<file path="src/rtl/repeated_sub_divider_pkg.sv">
// Shared constants for the repeated-subtraction divider: operand width,
// FSM state encoding and the quotient reported on divide-by-zero.
package repeated_sub_divider_pkg;

   localparam int WIDTH = 16;

   localparam logic [1:0] IDLE = 2'd0;
   localparam logic [1:0] RUN  = 2'd1;
   localparam logic [1:0] DONE = 2'd2;

   localparam logic [15:0] DBZ_QUOTIENT = 16'hFFFF;

endpackage

</file>
<file path="src/rtl/repeated_sub_divider_sub16_ge.sv">
// Combinational subtract with borrow-out; ge doubles as the unsigned a >= b
// compare so the divider needs no separate comparator.
module sub16_ge #(
   parameter int WIDTH = 16
) (
   input  logic [WIDTH-1:0] a,
   input  logic [WIDTH-1:0] b,
   output logic [WIDTH-1:0] diff,
   output logic             ge
);

   logic borrow;

   always_comb begin
      {borrow, diff} = {1'b0, a} - {1'b0, b};
      ge             = ~borrow;
   end

endmodule

</file>
<file path="src/rtl/repeated_sub_divider.sv">
// Unsigned divider: one subtract-and-count step per clock, with a
// start/busy/done handshake for the expression sequencer.
module repeated_sub_divider
   import repeated_sub_divider_pkg::*;
#(
   parameter int P_WIDTH = WIDTH
) (
   input  logic               clk,
   input  logic               reset,
   input  logic               start,
   input  logic [P_WIDTH-1:0] dividend,
   input  logic [P_WIDTH-1:0] divisor,
   output logic [P_WIDTH-1:0] quotient,
   output logic [P_WIDTH-1:0] remainder,
   output logic               busy,
   output logic               done,
   output logic               div_by_zero
);

   logic [1:0]         state_q, state_d;
   logic [P_WIDTH-1:0] rem_q, rem_d;
   logic [P_WIDTH-1:0] quo_q, quo_d;
   logic [P_WIDTH-1:0] dsr_q, dsr_d;
   logic               dbz_q, dbz_d;

   logic [P_WIDTH-1:0] diff;
   logic               ge;

   sub16_ge #(.WIDTH(P_WIDTH)) u_sub (
      .a    (rem_q),
      .b    (dsr_q),
      .diff (diff),
      .ge   (ge)
   );

   always_comb begin
      state_d = state_q;
      rem_d   = rem_q;
      quo_d   = quo_q;
      dsr_d   = dsr_q;
      dbz_d   = dbz_q;
      case (state_q)
         IDLE, DONE: begin
            if (start) begin
               rem_d = dividend;
               if (divisor == '0) begin
                  // No iteration possible; report all-ones quotient at once.
                  quo_d   = P_WIDTH'(DBZ_QUOTIENT);
                  dbz_d   = 1'b1;
                  state_d = DONE;
               end else begin
                  dsr_d   = divisor;
                  quo_d   = '0;
                  dbz_d   = 1'b0;
                  state_d = RUN;
               end
            end
         end
         RUN: begin
            if (ge) begin
               rem_d = diff;
               quo_d = quo_q + {{(P_WIDTH-1){1'b0}}, 1'b1};
            end else begin
               state_d = DONE;
            end
         end
         default: state_d = IDLE;
      endcase
   end

   always_ff @(posedge clk) begin
      if (reset) begin
         state_q <= IDLE;
         rem_q   <= '0;
         quo_q   <= '0;
         dsr_q   <= '0;
         dbz_q   <= 1'b0;
      end else begin
         state_q <= state_d;
         rem_q   <= rem_d;
         quo_q   <= quo_d;
         dsr_q   <= dsr_d;
         dbz_q   <= dbz_d;
      end
   end

   assign quotient    = quo_q;
   assign remainder   = rem_q;
   assign busy        = (state_q == RUN);
   assign done        = (state_q == DONE);
   assign div_by_zero = dbz_q & done;

endmodule
</file>
<file path="config.mk">
export PLATFORM = sky130hd
export DESIGN_NAME = repeated_sub_divider
export DESIGN_NICKNAME = d
export VERILOG_FILES = /design/src/rtl/repeated_sub_divider_pkg.sv /design/src/rtl/repeated_sub_divider_sub16_ge.sv /design/src/rtl/repeated_sub_divider.sv
export SDC_FILE = /design/constraint.sdc
export NUM_CORES = 1
export LEC_CHECK = 0
export BUFFER_PORTS_ARGS = -buffer_cell sky130_fd_sc_hd__clkbuf_2
export CAP_MARGIN = 20
export CORE_MARGIN = 4
export CORE_UTILIZATION = 45
export DETAILED_ROUTE_END_ITERATION = 6
export PLACE_DENSITY_LB_ADDON = 0.08
export RECOVER_POWER = 50
export SLEW_MARGIN = 20
export SYNTH_ARGS = -nofsm -noshare
export SYNTH_HDL_FRONTEND = slang
export SYNTH_SLANG_ARGS = --single-unit
</file>
<file path="constraint.sdc">
create_clock -name clk -period 3 [get_ports clk]
set_input_delay 0.6 -clock clk [delete_from_list [all_inputs] [get_ports clk]]
set_output_delay 0.6 -clock clk [all_outputs]
set_load 0.005 [all_outputs]
</file>
==> Word-level counts from Yosys, hierarchy flattened <==
Cells that the tools add are included.
W data, S select, Z words.
{ "totals": {"output_inout_bits": 35, "wordCells": 34, "regBits": 51} }
{ "classes": {"n_eq_ne": 5, "mux": 12, "bitwise": 2, "n_addsub": 2, "n_reduce_logical": 8} }
{ "op_table": {"columns": ["op", "count"], "rows": [
  ["$mux W16", 5],
  ["$pmux W16 S2", 2],
  ["$sub A16 B16 Y17", 1],
  ["$add A16 B1 Y16 const B", 1],
  ["$logic_not A16 Y1", 1],
  ["$mux W2", 3],
  ["$reduce_and A3 Y1", 2],
  ["$ne A2 B2 Y1 const B", 2],
  ["$pmux W2 S2", 1],
  ["$reduce_and A2 Y1", 2],
  ["$eq A2 B1 Y1 const B", 1],
  ["$eq A2 B2 Y1 const B", 1],
  ["$logic_not A2 Y1", 1],
  ["$ne A2 B1 Y1 const B", 1],
  ["$reduce_bool A2 Y1", 1],
  ["$reduce_or A2 Y1", 1],
  ["$and A1 B1 Y1", 1],
  ["$mux W1", 1],
  ["$not A1 Y1", 1]
]} }

==> Logic depth before layout (Yosys ltp) <==
Gate-level depths: netlist of run 1.
{ "logic_depth": {"word_depth": 4, "mapped_depth": 11, "mapped_depth_nobuf": 9} }

==> Cells and area by module <==
A second synthesis of run 1 with hierarchy kept.
{ "hier_totals": {"cells_unflattened": 426, "hier_area_um2": 3394.5} }
{ "modules_own_cells": {"columns": ["module", "instances", "seq_area_each_um2", "cells_per_inst", "area_each_um2"], "rows": [
  ["repeated_sub_divider", 1, 1021.0, 299, 2537.4],
  ["sub16_ge", 1, 0.0, 127, 857.1]
]} }

==> Least setup slack after synthesis of run 1 <==
Ideal clock, no wire load.
{ "synth_path": {"kind": "register -> register", "start": "register rem_q[0] (netlist: remainder[0])", "end": "register rem_q[9] (netlist: remainder[9])", "setup_slack_ns": 0.743, "arrival_ns": 2.124, "stages_incl_launch_ff": 11, "period_less_slack_ns": 2.257, "setup_time_ns": 0.133, "required_ns": 2.867, "path_cell_list": "dfxtp_1 -> inv_1 -> ha_1 -> fa_1 -> nor2b_1 -> o31ai_1 -> a211oi_2 -> nor3_1 -> buf_6 -> a2111oi_4 -> nor3_1"} }
{ "synth_between": {"elab_chain_len": 3, "word_cells_on_any_way": 5, "classes_between": "1 x add/sub; 1 x eq/ne; 2 x mux; 1 x reduce/logical"} }
{ "synth_lines": {"columns": ["item", "line", "source"], "rows": [
  ["start: declaration", "repeated_sub_divider.sv:21", "logic [P_WIDTH-1:0] rem_q, rem_d;"],
  ["start signal: assignment", "repeated_sub_divider.sv:80", "rem_q <= rem_d;"],
  ["$sub A16 B16 Y17 (*)", "repeated_sub_divider_sub16_ge.sv:15", "{borrow, diff} = {1'b0, a} - {1'b0, b};"],
  ["$mux W16 / $ne A2 B2 Y1 (equally long branches)", null, null],
  ["$pmux W16 S2 / $reduce_and A3 Y1 (equally long branches)", null, null]
]} }
Mark *: on every way between the ends. The rest lies on a longest branch, timed or not. The select of a mux whose other input is x is not followed.
A chain may end at the register's enable or synchronous reset.

==> Worst setup path in the final report of run 1 <==
{ "layout_path": {"start": "register rem_q[0] (netlist: remainder[0])", "end": "register rem_q[14] (netlist: remainder[14])"} }
The elaborated chain is that of the path after synthesis.

==> flow_metrics.env, run 1 <==
export IMPL_cp_required_ns=3.22
export IMPL_cts_resized=0
export IMPL_synth_avg_cell_area_sq_um=8.118
export IMPL_synth_largest_area_cell="dfxtp_1"
export IMPL_yosysSeqAreaShare_pct=30.68
export IMPL_cts_buffers=5
export IMPL_areaGrowthSynthToFinish_pct=17.67
export IMPL_antenna_found_initial=0
export IMPL_drive_above_1_share_pct=20.99
export IMPL_worst_setup_path_type="flop to flop"
export IMPL_gp_routability_congestion=0.8754
export IMPL_io_pins=70
export IMPL_arrival_ns=2.79
export IMPL_synth_area_leaders="dfxtp_1 31%, nor2_1 6.9%, ha_1 6.4%, mux2i_1 6.0%, a21oi_1 4.5%"
export IMPL_nNetsFinal=539
export IMPL_first_pass_iters=4
export IMPL_power_density_nw_per_um2=744.7
export IMPL_dieArea_sq_um=8836
export IMPL_diodes=0
export IMPL_vdd_drop_max_v=0.0003047
export IMPL_htreeDepth=2
export IMPL_rows=31
export IMPL_min_path_type="flop to flop"
export IMPL_hpwl_um=6988
export IMPL_clkSinkCount=51
export IMPL_post_route_min_period_ns=2.576
export IMPL_fp_dieH_um=94
export IMPL_vias=3276
export IMPL_hold_viol_final=0
export IMPL_insertion_delay_ns=0.31
export IMPL_skew_ns=0.005733
export IMPL_wl_per_cell_um=15.93
export IMPL_ctsHoldBuffers=0
export IMPL_max_freq_ghz=0.3881
export IMPL_grtUsageTotal_pct=21.69
export IMPL_synth_main_ff_cell="dfxtp_1"
export IMPL_fill_cells=762
export IMPL_drv_slew=0
export IMPL_worstSetupStartpointType="flop"
export IMPL_post_cts_setup_buffer_count=0
export IMPL_total_power_mw=2.916
export IMPL_max_slew_margin_pct=13.55
export IMPL_root_buffer="clkbuf_8"
export IMPL_first_iter_violations=96
export IMPL_finalSetupTns_ns=0
export IMPL_coreArea_sq_um=7214
export IMPL_outcome="complete, no violations"
export IMPL_postRouteAntennaNets=0
export IMPL_ys_seq_elements=51
export IMPL_async_flop_share_pct=0
export IMPL_cts_tree="yes"
export IMPL_grt_pass1_wl_um=15180
export IMPL_initial_core_util_pct=46.13
export IMPL_syn_inst=410
export IMPL_cts_buffer_depth=2
export IMPL_setup_viol=0
export IMPL_layout_commonest_cell="nor2_1"
export IMPL_maxCapViolations=0
export IMPL_syn_nets=463
export IMPL_fin_crit_sh_pct=85.88
export IMPL_ys_types=59
export IMPL_clk_pin_slew_ns=0.09
export IMPL_wl_um=9320
export IMPL_stdcell_area_sq_um=3916
export IMPL_crit_path_end_kind="flop"
export IMPL_grt_overflow_total=0
export IMPL_tightest_slew_ns=1.297
export IMPL_rsz0062_at_grt="false"
export IMPL_fin_cells=585
export IMPL_drc=0
export IMPL_dpl_cell_area_sq_um=3849
export IMPL_synth_edf_count=0
export IMPL_portBuffers=69
export IMPL_die_w_um=94
export IMPL_netlist_area_sq_um=3328
export IMPL_grt_max_degree=33
export IMPL_viasPerCell=5.600
export IMPL_yosysWarnings=0
export IMPL_yosysTopAreaCellShare_pct=30.68
export IMPL_grt_pass1_vias=3113
export IMPL_dp_cells=578
export IMPL_p_leak_nw=1.708
export IMPL_final_cell_mix="61 x nor2_1, 53 x clkbuf_2, 51 x dfxtp_1"
export IMPL_cp_max_fo=3
-- synth_stat cells (7+ instances only) --
cell type   n
a211oi_1   10
a21o_1     13
a21oi_1    30
a311oi_2    7
a31oi_1     7
and4_1      7
clkbuf_1   10
dfxtp_1    51
ha_1       17
inv_1      22
mux2i_1    20
nand2_1    32
nor2_1     61
nor2b_1     7
nor3_1     14
o21ai_0    14
xnor2_1     7
-- per-stage QoR --
stage	utilization (%)	hold WS, ns	setup slack (ns)
CTS	54.56	0.4873	0.1123
global route	54.28	0.5283	0.2136
floorplan	-	0.4604	0.7425
detailed placement	53.35	0.4715	0.1281
global placement	53.35	0.4755	0.2702
finish	54.28	0.4900	0.4237
-- registers in the layout, summed over array words and instances (netlist names) --
| register | cells |
|---|---|
| remainder | 16 |
| dsr_q | 16 |
| quotient | 16 |
| dbz_q | 1 |
| state_q | 2 |
-- final cells by class --
type	instances	area (sq um)	share of cell area (%)
Multi-Input combinational cell	315	2102	53.67
Clock buffer	6	82.58	2.109
Clock inverter	1	5.005	0.1278
Inverter	22	82.58	2.109
Tap cell	99	123.9	3.163
Sequential cell	51	1021	26.07
Timing Repair Buffer	91	499.2	12.75
-- worst max-delay path, stage by stage, from the launching register on --
cell,delay (ns)
dfxtp_1,0.33
inv_1,0.06
ha_1,0.21
fa_1,0.39
nor2b_1,0.17
buf_4,0.15
o31a_1,0.15
nor2_1,0.10
nor4b_1,0.50
a22oi_1,0.16
a311oi_2,0.28
-- path summary, 6_finish.rpt --
path	end	from	cells after the start	slack (ns)
hold reg to reg	remainder[7]	remainder[7]	2	0.49
setup / recovery	remainder[14]	remainder[0]	10	0.42
hold / removal	remainder[7]	remainder[7]	2	0.49
setup reg to reg	remainder[14]	remainder[0]	10	0.42
-- power breakdown --
part / switching, mW / leakage [nW] / total [mW] / internal [mW]
logic: 0.884 / 1.24 / 1.59 / 0.710
clock network: 0.230 / 0.0470 / 0.411 / 0.182
registers: 0.117 / 0.420 / 0.910 / 0.793
total: 1.23 / 1.71 / 2.92 / 1.69
-- layer usage --
| metal | part of all wire [%] | vias up | global-route usage, % |
|---|---|---|---|
| li1 | - | 1633 | - |
| met1 | 45 | 1561 | 28.17 |
| met2 | 49 | 73 | 37.67 |
| met3 | 4.9 | 9 | 3.686 |
| met4 | 0.90 | 0 | 4.452 |
| met5 | 0 | - | 0 |
-- logic make-up after synthesis --
family                     Yosys count  synth area share [%]
buffers and inverters               44                 6.504
and+or+nand+nor                    155                 22.67
muxes                               20                 6.015
AOI/OAI and AO/OA                  114                 25.04
xor gates and xnor gates             8                 2.105
DFF                                 51                 30.68
adders and majority gates           18                 6.992
Note: power is estimated with default switching activity, not from simulation.
==> run 2, diff against run 1 <==
CORE_UTILIZATION = 55   (was 45)
==> run 2 against run 1 <==
  * Count of clock-buffer cells in the layout unchanged
  * Critical endpoint is now remainder[4]
  * Critical path depth increased by 1
  * Routed wire length decreased by 5.8%
==> flow_metrics.env, run 2 (synthesized netlist as in run 1, its figures left out) <==
export IMPL_dieArea_sq_um=7360
export IMPL_wl_um=8778
export IMPL_cts_resized=0
export IMPL_rsz0062_at_grt="false"
export IMPL_slowest_stage="fa_1"
export IMPL_arrival_ns=2.96
export IMPL_wl_per_cell_um=15.93
export IMPL_worst_setup_path_type="flop to flop"
export IMPL_total_power_mw=2.987
export IMPL_postRouteAntennaNets=0
export IMPL_first_pass_iters=4
export IMPL_grt_max_degree=40
export IMPL_layout_commonest_cell="nor2_1"
export IMPL_grt_pass1_vias=3079
export IMPL_rows=28
export IMPL_maxCapViolations=0
export IMPL_path_buf_inv=3
export IMPL_skew_ns=0.01167
export IMPL_fp_dieH_um=85.79
export IMPL_root_buffer="clkbuf_8"
export IMPL_nNetsFinal=528
export IMPL_drv_slew=0
export IMPL_max_slew_margin_pct=17.33
export IMPL_insertion_delay_ns=0.31
export IMPL_hold_viol_final=0
export IMPL_crit_path_frequent_cell="buf_4"
export IMPL_drive_above_1_share_pct=19.12
export IMPL_min_path_type="flop to flop"
export IMPL_fill_cells=546
export IMPL_coreArea_sq_um=5886
export IMPL_final_cell_mix="61 x nor2_1, 53 x clkbuf_2, 51 x dfxtp_1"
export IMPL_cp_max_fo=25
export IMPL_crit_path_end_kind="flop"
export IMPL_gp_routability_congestion=0.8629
export IMPL_grt_overflow_total=0
export IMPL_grtUsageTotal_pct=24.61
export IMPL_initial_core_util_pct=56.55
export IMPL_first_iter_violations=157
export IMPL_cp_required_ns=3.23
export IMPL_viasPerCell=5.893
export IMPL_power_density_nw_per_um2=778.5
export IMPL_htreeDepth=2
export IMPL_ctsHoldBuffers=0
export IMPL_post_route_min_period_ns=2.736
export IMPL_worstSetupStartpointType="flop"
export IMPL_die_w_um=85.79
export IMPL_diodes=0
export IMPL_crit_chain="inv_1, ha_1, fa_1, nor2b_1, o31ai_1, a211oi_2, buf_4, or3_1, buf_4, nor2_1, a311oi_2"
export IMPL_io_pins=70
export IMPL_antenna_found_initial=0
export IMPL_clkSinkCount=51
export IMPL_grt_pass1_wl_um=14660
export IMPL_cts_buffer_depth=2
export IMPL_p_leak_nw=1.671
export IMPL_outcome="complete, no violations"
export IMPL_cpPeakStageDelay_ns=0.40
export IMPL_cts_buffers=5
export IMPL_drc=0
export IMPL_cts_tree="yes"
export IMPL_critical_path_top_delay_family="compound AO/OA/AOI/OAI gates"
export IMPL_finalSetupTns_ns=0
export IMPL_portBuffers=69
export IMPL_tightest_slew_ns=1.240
export IMPL_hpwl_um=6616
export IMPL_vdd_drop_max_v=0.0003966
export IMPL_max_freq_ghz=0.3655
export IMPL_fin_crit_sh_pct=91.20
export IMPL_vias=3247
export IMPL_post_cts_setup_buffer_count=0
export IMPL_clk_pin_slew_ns=0.10
export IMPL_areaGrowthSynthToFinish_pct=15.26
export IMPL_setup_viol=0
## run 2: worst reg2reg max path, stage by stage (launching register included)
cell	delay, ns
dfxtp_1	0.34
inv_1	0.06
ha_1	0.22
fa_1	0.40
nor2b_1	0.26
o31ai_1	0.13
a211oi_2	0.31
buf_4	0.18
or3_1	0.12
buf_4	0.30
nor2_1	0.09
a311oi_2	0.25
## run 2: power breakdown
group / internal (mW) / switching, mW / leakage [nW]
Sequential: 0.793 / 0.115 / 0.420
Clock: 0.334 / 0.237 / 0.0654
Combinational: 0.649 / 0.858 / 1.19
## run 2: worst paths after layout
path | startpoint | endpoint | slack, ns | depth (start not counted)
worst min-delay path | dbz_q | dbz_q | 0.50 | 2
worst max-delay path | remainder[0] | remainder[4] | 0.26 | 11
worst max register to register | remainder[0] | remainder[4] | 0.26 | 11
worst min register to register | dbz_q | dbz_q | 0.50 | 2
## run 2: metrics by stage
stage | cell area [sq um] | util, % | std cells | setup slack [ns] | hold WS [ns]
final | 3836 | 65.18 | 551 | 0.2639 | 0.4958
after global placement | 3724 | 63.27 | 543 | 0.2723 | 0.4743
after CTS | 3856 | 65.52 | 551 | 0.1390 | 0.4991
after global routing | 3836 | 65.18 | 551 | 0.09472 | 0.5220
after floorplan | 3328 | - | 410 | 0.7425 | 0.4604
after detailed placement | 3724 | 63.27 | 543 | 0.1434 | 0.4801
## run 2: layout make-up
cell class / count / area (sq um) / area share (%)
Clock buffer: 6 / 72.57 / 1.892
Clock inverter: 2 / 60.06 / 1.566
Inverter: 22 / 82.58 / 2.153
Multi-Input combinational cell: 315 / 2102 / 54.79
Sequential cell: 51 / 1021 / 26.61
Tap cell: 75 / 93.84 / 2.446
Timing Repair Buffer: 80 / 404.1 / 10.53
## run 2: routing by layer
| layer | share of wire, % | up-vias | global-route usage [%] |
|---|---|---|---|
| met5 | 0 | - | 0 |
| met4 | 1.1 | 0 | 5.755 |
| met3 | 5.1 | 9 | 4.227 |
| met2 | 50 | 82 | 42.87 |
| met1 | 44 | 1543 | 31.73 |
| li1 | - | 1613 | - |
